File: config.mk
export PLATFORM = sky130hd
export DESIGN_NAME = instr_fetch_unit
export DESIGN_NICKNAME = d
export VERILOG_FILES = /design/src/rtl/riscv_pkg.sv /design/src/rtl/fetch_fifo.sv /design/src/rtl/instr_fetch_unit.sv
export SDC_FILE = /design/constraint.sdc
export NUM_CORES = 1
export LEC_CHECK = 0
export CORE_MARGIN = 4
export CORE_UTILIZATION = 52
export CTS_CLUSTER_DIAMETER = 150
export DETAILED_ROUTE_END_ITERATION = 10
export PLACE_DENSITY = 0.81
export SLEW_MARGIN = 20
export SYNTH_ARGS = -nofsm -noshare
export SYNTH_HDL_FRONTEND = slang
export SYNTH_SLANG_ARGS = --single-unit
File: constraint.sdc
create_clock -name clk -period 7.4 [get_ports clk]
set_input_delay 1.48 -clock clk [delete_from_list [all_inputs] [get_ports clk]]
set_output_delay 1.48 -clock clk [all_outputs]
set_load 0.01 [all_outputs]
File: src/rtl/riscv_pkg.sv
// riscv_pkg: shared fetch constants, fetch FSM states and instruction field helpers
package riscv_pkg;
  localparam logic [31:0] NOP = 32'h0000_0013;
  localparam logic [31:0] RESET_PC_DEFAULT = 32'h0000_0000;
  typedef enum logic [1:0] {BOOT, RUN, FLUSH} fetch_state_e;
  function automatic logic [6:0] op_of(input logic [31:0] i);
    return i[6:0];
  endfunction
  function automatic logic [2:0] funct3_of(input logic [31:0] i);
    return i[14:12];
  endfunction
  function automatic logic funct7b5_of(input logic [31:0] i);
    return i[30];
  endfunction
endpackage

File: src/rtl/fetch_fifo.sv
// fetch_fifo: DEPTH-entry sync FIFO (push_i/din_i in, pop_i/dout_o out, clear_i flush, count_o occupancy)
module fetch_fifo #(
  parameter int W = 32,
  parameter int DEPTH = 2,
  localparam int AW = DEPTH > 1 ? $clog2(DEPTH) : 1,
  localparam int CW = $clog2(DEPTH + 1)
) (
  input  logic          clk,
  input  logic          reset,
  input  logic          push_i,
  input  logic          pop_i,
  input  logic          clear_i,
  input  logic [W-1:0]  din_i,
  output logic [W-1:0]  dout_o,
  output logic [CW-1:0] count_o
);
  logic [W-1:0] mem_q [DEPTH];
  logic [AW-1:0] rd_q, wr_q;
  logic [CW-1:0] count_q;
  function automatic logic [AW-1:0] inc(input logic [AW-1:0] p);
    return p == AW'(DEPTH - 1) ? '0 : p + 1'b1;
  endfunction
  always_ff @(posedge clk) begin
    if (push_i && !clear_i) mem_q[wr_q] <= din_i;
  end
  always_ff @(posedge clk) begin
    if (reset || clear_i) begin
      rd_q <= '0;
      wr_q <= '0;
      count_q <= '0;
    end else begin
      if (push_i) wr_q <= inc(wr_q);
      if (pop_i) rd_q <= inc(rd_q);
      count_q <= count_q + CW'(push_i) - CW'(pop_i);
    end
  end
  assign dout_o = mem_q[rd_q];
  assign count_o = count_q;
endmodule

File: src/rtl/instr_fetch_unit.sv
// instr_fetch_unit: PC owner issuing in-order imem reads, buffering words and handing instr/pc to decode
// imem_req_*/imem_addr: request side; imem_rsp_*: in-order responses; instr_*: decode handshake; pc_src/pc_target: redirect
module instr_fetch_unit
  import riscv_pkg::*;
#(
  parameter int XLEN = 32,
  parameter logic [XLEN-1:0] RESET_PC = XLEN'(RESET_PC_DEFAULT),
  parameter int DEPTH = 2,
  localparam int CW = $clog2(DEPTH + 1)
) (
  input  logic            clk,
  input  logic            reset,
  output logic            imem_req_valid,
  input  logic            imem_req_ready,
  output logic [XLEN-1:0] imem_addr,
  input  logic            imem_rsp_valid,
  input  logic [31:0]     imem_rsp_data,
  output logic            instr_valid,
  input  logic            instr_ready,
  output logic [31:0]     instr,
  output logic [XLEN-1:0] instr_pc,
  output logic [XLEN-1:0] instr_pc_plus4,
  input  logic            pc_src,
  input  logic [XLEN-1:0] pc_target
);
  fetch_state_e state_q, state_d;
  logic [XLEN-1:0] fetch_pc_q, fetch_pc_d, tag_pc, head_pc;
  logic [31:0] head_instr;
  logic [CW-1:0] outstanding, count, out_next;
  logic [CW:0] credits_used;
  logic req_fire, pop, push, redirect, unused_pc_lsbs;
  assign unused_pc_lsbs = ^pc_target[1:0];
  assign credits_used = {1'b0, outstanding} + {1'b0, count};
  assign imem_req_valid = state_q == RUN && credits_used < (CW + 1)'(DEPTH);
  assign imem_addr = fetch_pc_q;
  assign req_fire = imem_req_valid & imem_req_ready;
  assign instr_valid = state_q == RUN && count != '0;
  assign pop = instr_valid & instr_ready;
  assign redirect = pop & pc_src;
  assign push = imem_rsp_valid && state_q == RUN && !redirect;
  // The tag FIFO occupancy is the outstanding count; in FLUSH it is also the number of responses left to drop.
  assign out_next = outstanding + CW'(req_fire) - CW'(imem_rsp_valid);
  assign instr = instr_valid ? head_instr : '0;
  assign instr_pc = instr_valid ? head_pc : '0;
  assign instr_pc_plus4 = instr_valid ? head_pc + XLEN'(4) : '0;
  fetch_fifo #(.W(XLEN), .DEPTH(DEPTH)) u_tags (
    .clk(clk), .reset(reset), .push_i(req_fire), .pop_i(imem_rsp_valid), .clear_i(1'b0),
    .din_i(fetch_pc_q), .dout_o(tag_pc), .count_o(outstanding)
  );
  fetch_fifo #(.W(XLEN + 32), .DEPTH(DEPTH)) u_words (
    .clk(clk), .reset(reset), .push_i(push), .pop_i(pop), .clear_i(redirect),
    .din_i({tag_pc, imem_rsp_data}), .dout_o({head_pc, head_instr}), .count_o(count)
  );
  always_comb begin
    fetch_pc_d = redirect ? {pc_target[XLEN-1:2], 2'b00} : req_fire ? fetch_pc_q + XLEN'(4) : fetch_pc_q;
    state_d = state_q == BOOT ? RUN :
              redirect ? (out_next != '0 ? FLUSH : RUN) :
              (state_q == FLUSH && out_next == '0) ? RUN : state_q;
  end
  always_ff @(posedge clk) begin
    if (reset) begin
      state_q <= BOOT;
      fetch_pc_q <= RESET_PC;
    end else begin
      state_q <= state_d;
      fetch_pc_q <= fetch_pc_d;
    end
  end
  a_rsp_needs_req: assert property (@(posedge clk) disable iff (reset) imem_rsp_valid |-> outstanding != '0);
endmodule

==> run_results.csv <==
group,metric,value,unit
power_and_ir_drop,total_power,3.325,mW
grt,grt_pass1_wl,35870,um
yosys,yosysTopAreaCellShare,55.31,%
grt,gr-total-overflow,0,
final_layout,final_common_cell,"clkdlybuf4s50_1",
min_path,worstHoldStart,"u_tags.rd_q",
cts,clk_latency,0.50,ns
yosys,synth_top_cell_by_area,"edfxtp_1",
min_path,hold_end,"u_tags.rd_q",
worst_setup_path,start_kind,"flop",
final_layout,multi_input_area,3412,um^2
floorplan,rows,50,
timing,post-route-min-period,5.779,ns
timing,fmax,0.1730,GHz
timing,rsz0062_at_grt,"false",
final_layout,nets,1051,
yosys,netlist_instances,790,
route,wl_per_cell,17.87,um
yosys,syn-mean-instance-area,12.65,um^2
min_path,whs_path_depth,2,
min_path,hold_path_class,"flop to flop",
cts,cts_inserted_buffers,23,
placed_design,dp_hpwl,15270,um
power_and_ir_drop,switching_power,825.9,uW
floorplan,die_area,21490,um^2
route,num_vias,6807,
placed_design,numPortBuffers,191,
yosys,synth_area,9990,um^2
cts,clk_pin_slew_worst_paths,0.06,ns
timing,setup_viol,0,
final_layout,final_cell_mix,"clkdlybuf4s50_1, edfxtp_1, nor2_1, mux2i_1, dfxtp_1",
grt,antenna_found_initial,0,
route,drc,0,
timing,tightestPinTransition,0.8316,ns
final_layout,area.growth.synth_to_final,29.17,%
worst_setup_path,r2r_setup_slack,3.75,ns
yosys,ys_types,51,
power_and_ir_drop,swShare,24.84,%
worst_setup_path,crit_type,"flop to primary output",
worst_setup_path,worstRegToRegCells,8,
route,dr.pass1.iters,6,
worst_setup_path,worstPathMaxFanout,46,
worst_setup_path,end_kind,"primary output",
floorplan,pin_count,200,
yosys,ys_warn_count,0,
run_status,status,"completed",
yosys,synth_edf_count,184,
power_and_ir_drop,p_leak,4.173,nW
final_layout,regArea,6370,um^2
floorplan,initial_utilization,53.05,%
yosys,ys_seq_area_share,63.73,%
cts,clock_sinks,226,
final_layout,fillers,1326,
cts,postCtsSetupBuffers,0,
worst_setup_path,reg2reg_from,"state_q[0]",
power_and_ir_drop,cellInternalPower,2.499,mW
route,postRouteAntennaNets,0,
power_and_ir_drop,clock_power_share,34.4,%
power_and_ir_drop,p_per_area,257.6,nW/um^2
worst_setup_path,critPathArrivalTime,4.30,ns
yosys,async_flop_share,0,%
timing,tns,0,ns
power_and_ir_drop,ir_drop,0.1545,mV
route,wirelength,22340,um
cts,cts_tree,"yes",
cts,htree_levels,1,
timing,skew,0.01682,ns
timing,finalCritPeriodShare,78.09,%
floorplan,die_h,146.6,um
placed_design,pre_cts_slack,2.092,ns
timing,max_slew_margin,44.56,%
placed_design,gp_congestion,0.8521,
route,via_per_inst,5.446,
power_and_ir_drop,seqPwrFrac,47.4,%
grt,grt_usage,20.38,%
run,drv_cap,0,
floorplan,die_x,146.6,um
cts,cts_hold_buf,0,
yosys,synthTopCellsByArea,"edfxtp_1, dfxtp_1, mux2i_1",
grt,grt_max_degree,80,
timing,fin_ws,1.621,ns
power_and_ir_drop,combPwrFrac,18.1,%
cts,clockRootBuffer,"clkbuf_16",
worst_setup_path,crit_required,5.92,ns
worst_setup_path,rr_endpoint,"u_words.mem_q[1][30]",
grt,grt_pass1_vias,6560,
cts,cts_resized,0,
route,drt-initial-drc-count,464,
yosys,ys_dominant_reg_cell,"edfxtp_1",
timing,slew_violations,0,
yosys,ys_ff_latch,226,
timing,hold_violations,0,
final_layout,insertedDiodeCount,0,
cts,clk_path_buf_depth,3,
floorplan,design.core.area,18830,um^2
final_layout,drive_gt1_share,8.990,%
power by group through the flow:
stage,sequential (mW),clock (mW),combinational (mW)
floorplan,1.58,0,0.330
global placement,1.60,0,0.595
detailed placement,1.60,0,0.603
CTS,1.58,1.17,0.608
global route,1.59,1.22,0.658
finish,1.58,1.14,0.603
cells in the mapped netlist (2+ instances only):
cell	number
nand3_1	30
nor3_1	21
xnor2_1	31
o22ai_1	2
xor2_1	11
dfxtp_1	42
nor2b_1	3
inv_1	14
buf_1	8
o21a_1	2
edfxtp_1	184
nand4b_1	2
nand4_1	16
nand3b_1	2
a311oi_1	5
nand2_1	35
clkbuf_1	20
o31a_1	4
nand2b_1	5
or3_1	7
and3_1	9
o31ai_1	6
buf_4	8
mux2_2	36
and2_1	12
mux2i_1	58
nor4_1	14
a31oi_1	3
nor2_1	115
and4_1	6
a21oi_1	5
buf_2	10
o21ai_0	19
ha_1	5
a211oi_1	24
state kept, by name (all words and copies together) (netlist names), named ones only:
| signal | flops |
|---|---|
| u_words.rd_q | 1 |
| u_words.wr_q | 1 |
| u_words.mem_q | 124 |
| u_words.count_o | 2 |
| imem_addr | 30 |
| u_tags.rd_q | 1 |
| u_tags.count_o | 2 |
| u_tags.wr_q | 1 |
| state_q | 2 |
| u_tags.mem_q | 60 |
worst max path at each step:
stage                     slack [ns]  depth (start not counted)                   to
after floorplan                 0.91                          2  u_words.mem_q[0][0]
after global placement          2.15                          7   instr_pc_plus4[30]
after detailed placement        2.09                          7   instr_pc_plus4[30]
after CTS                       1.56                          7   instr_pc_plus4[30]
after global routing            1.30                          7   instr_pc_plus4[31]
final                           1.62                          7   instr_pc_plus4[31]
per-layer routing:
layer / global-route usage [%] / wire (um) / part of all wire [%]
met5: 0 / 0 / 0
met4: 3.951 / 283 / 1.3
met2: 31.09 / 9864 / 44
met1: 30.22 / 10220 / 46
met3: 4.780 / 1978 / 8.9
critical path, cell delays in order (launching register included):
cell and delay (ns):
dfxtp_4 0.79, buf_4 0.58, nand2_1 0.13, o22ai_1 0.44, nand4_1 0.62, o31a_1 0.48, nor3_1 0.18, clkdlybuf4s50_1 0.57
cells by family after synthesis:
| group | share of synthesized area, % |
|---|---|
| adders and majority gates | 0.8267 |
| DFF | 63.73 |
| muxes | 9.870 |
| and+or+nand+nor | 13.70 |
| other | 0.03754 |
| AOI/OAI and AO/OA | 5.473 |
| xor gates and xnor gates | 3.682 |
| buffers and inverters | 2.680 |
through the flow:
step	util (%)	std cells	instance area, um^2	hold WS [ns]
after CTS	68.52	1250	12900	0.5229
after detailed placement	64.51	1210	12150	0.5038
final	68.52	1250	12900	0.5226
after global placement	64.51	1210	12150	0.4937
after global routing	68.52	1250	12900	0.5584
after floorplan	-	795	10010	0.4799
cell type report:
| cell class | count | area share, % |
|---|---|---|
| sequential | 226 | 49.36 |
| clock buffer | 29 | 4.868 |
| multi-input combinational | 509 | 26.44 |
| inverter | 14 | 0.4073 |
| tap | 260 | 2.521 |
| clock inverter | 11 | 0.9987 |
| timing repair buffer | 201 | 15.40 |
Power figures use the tool's default switching activity.
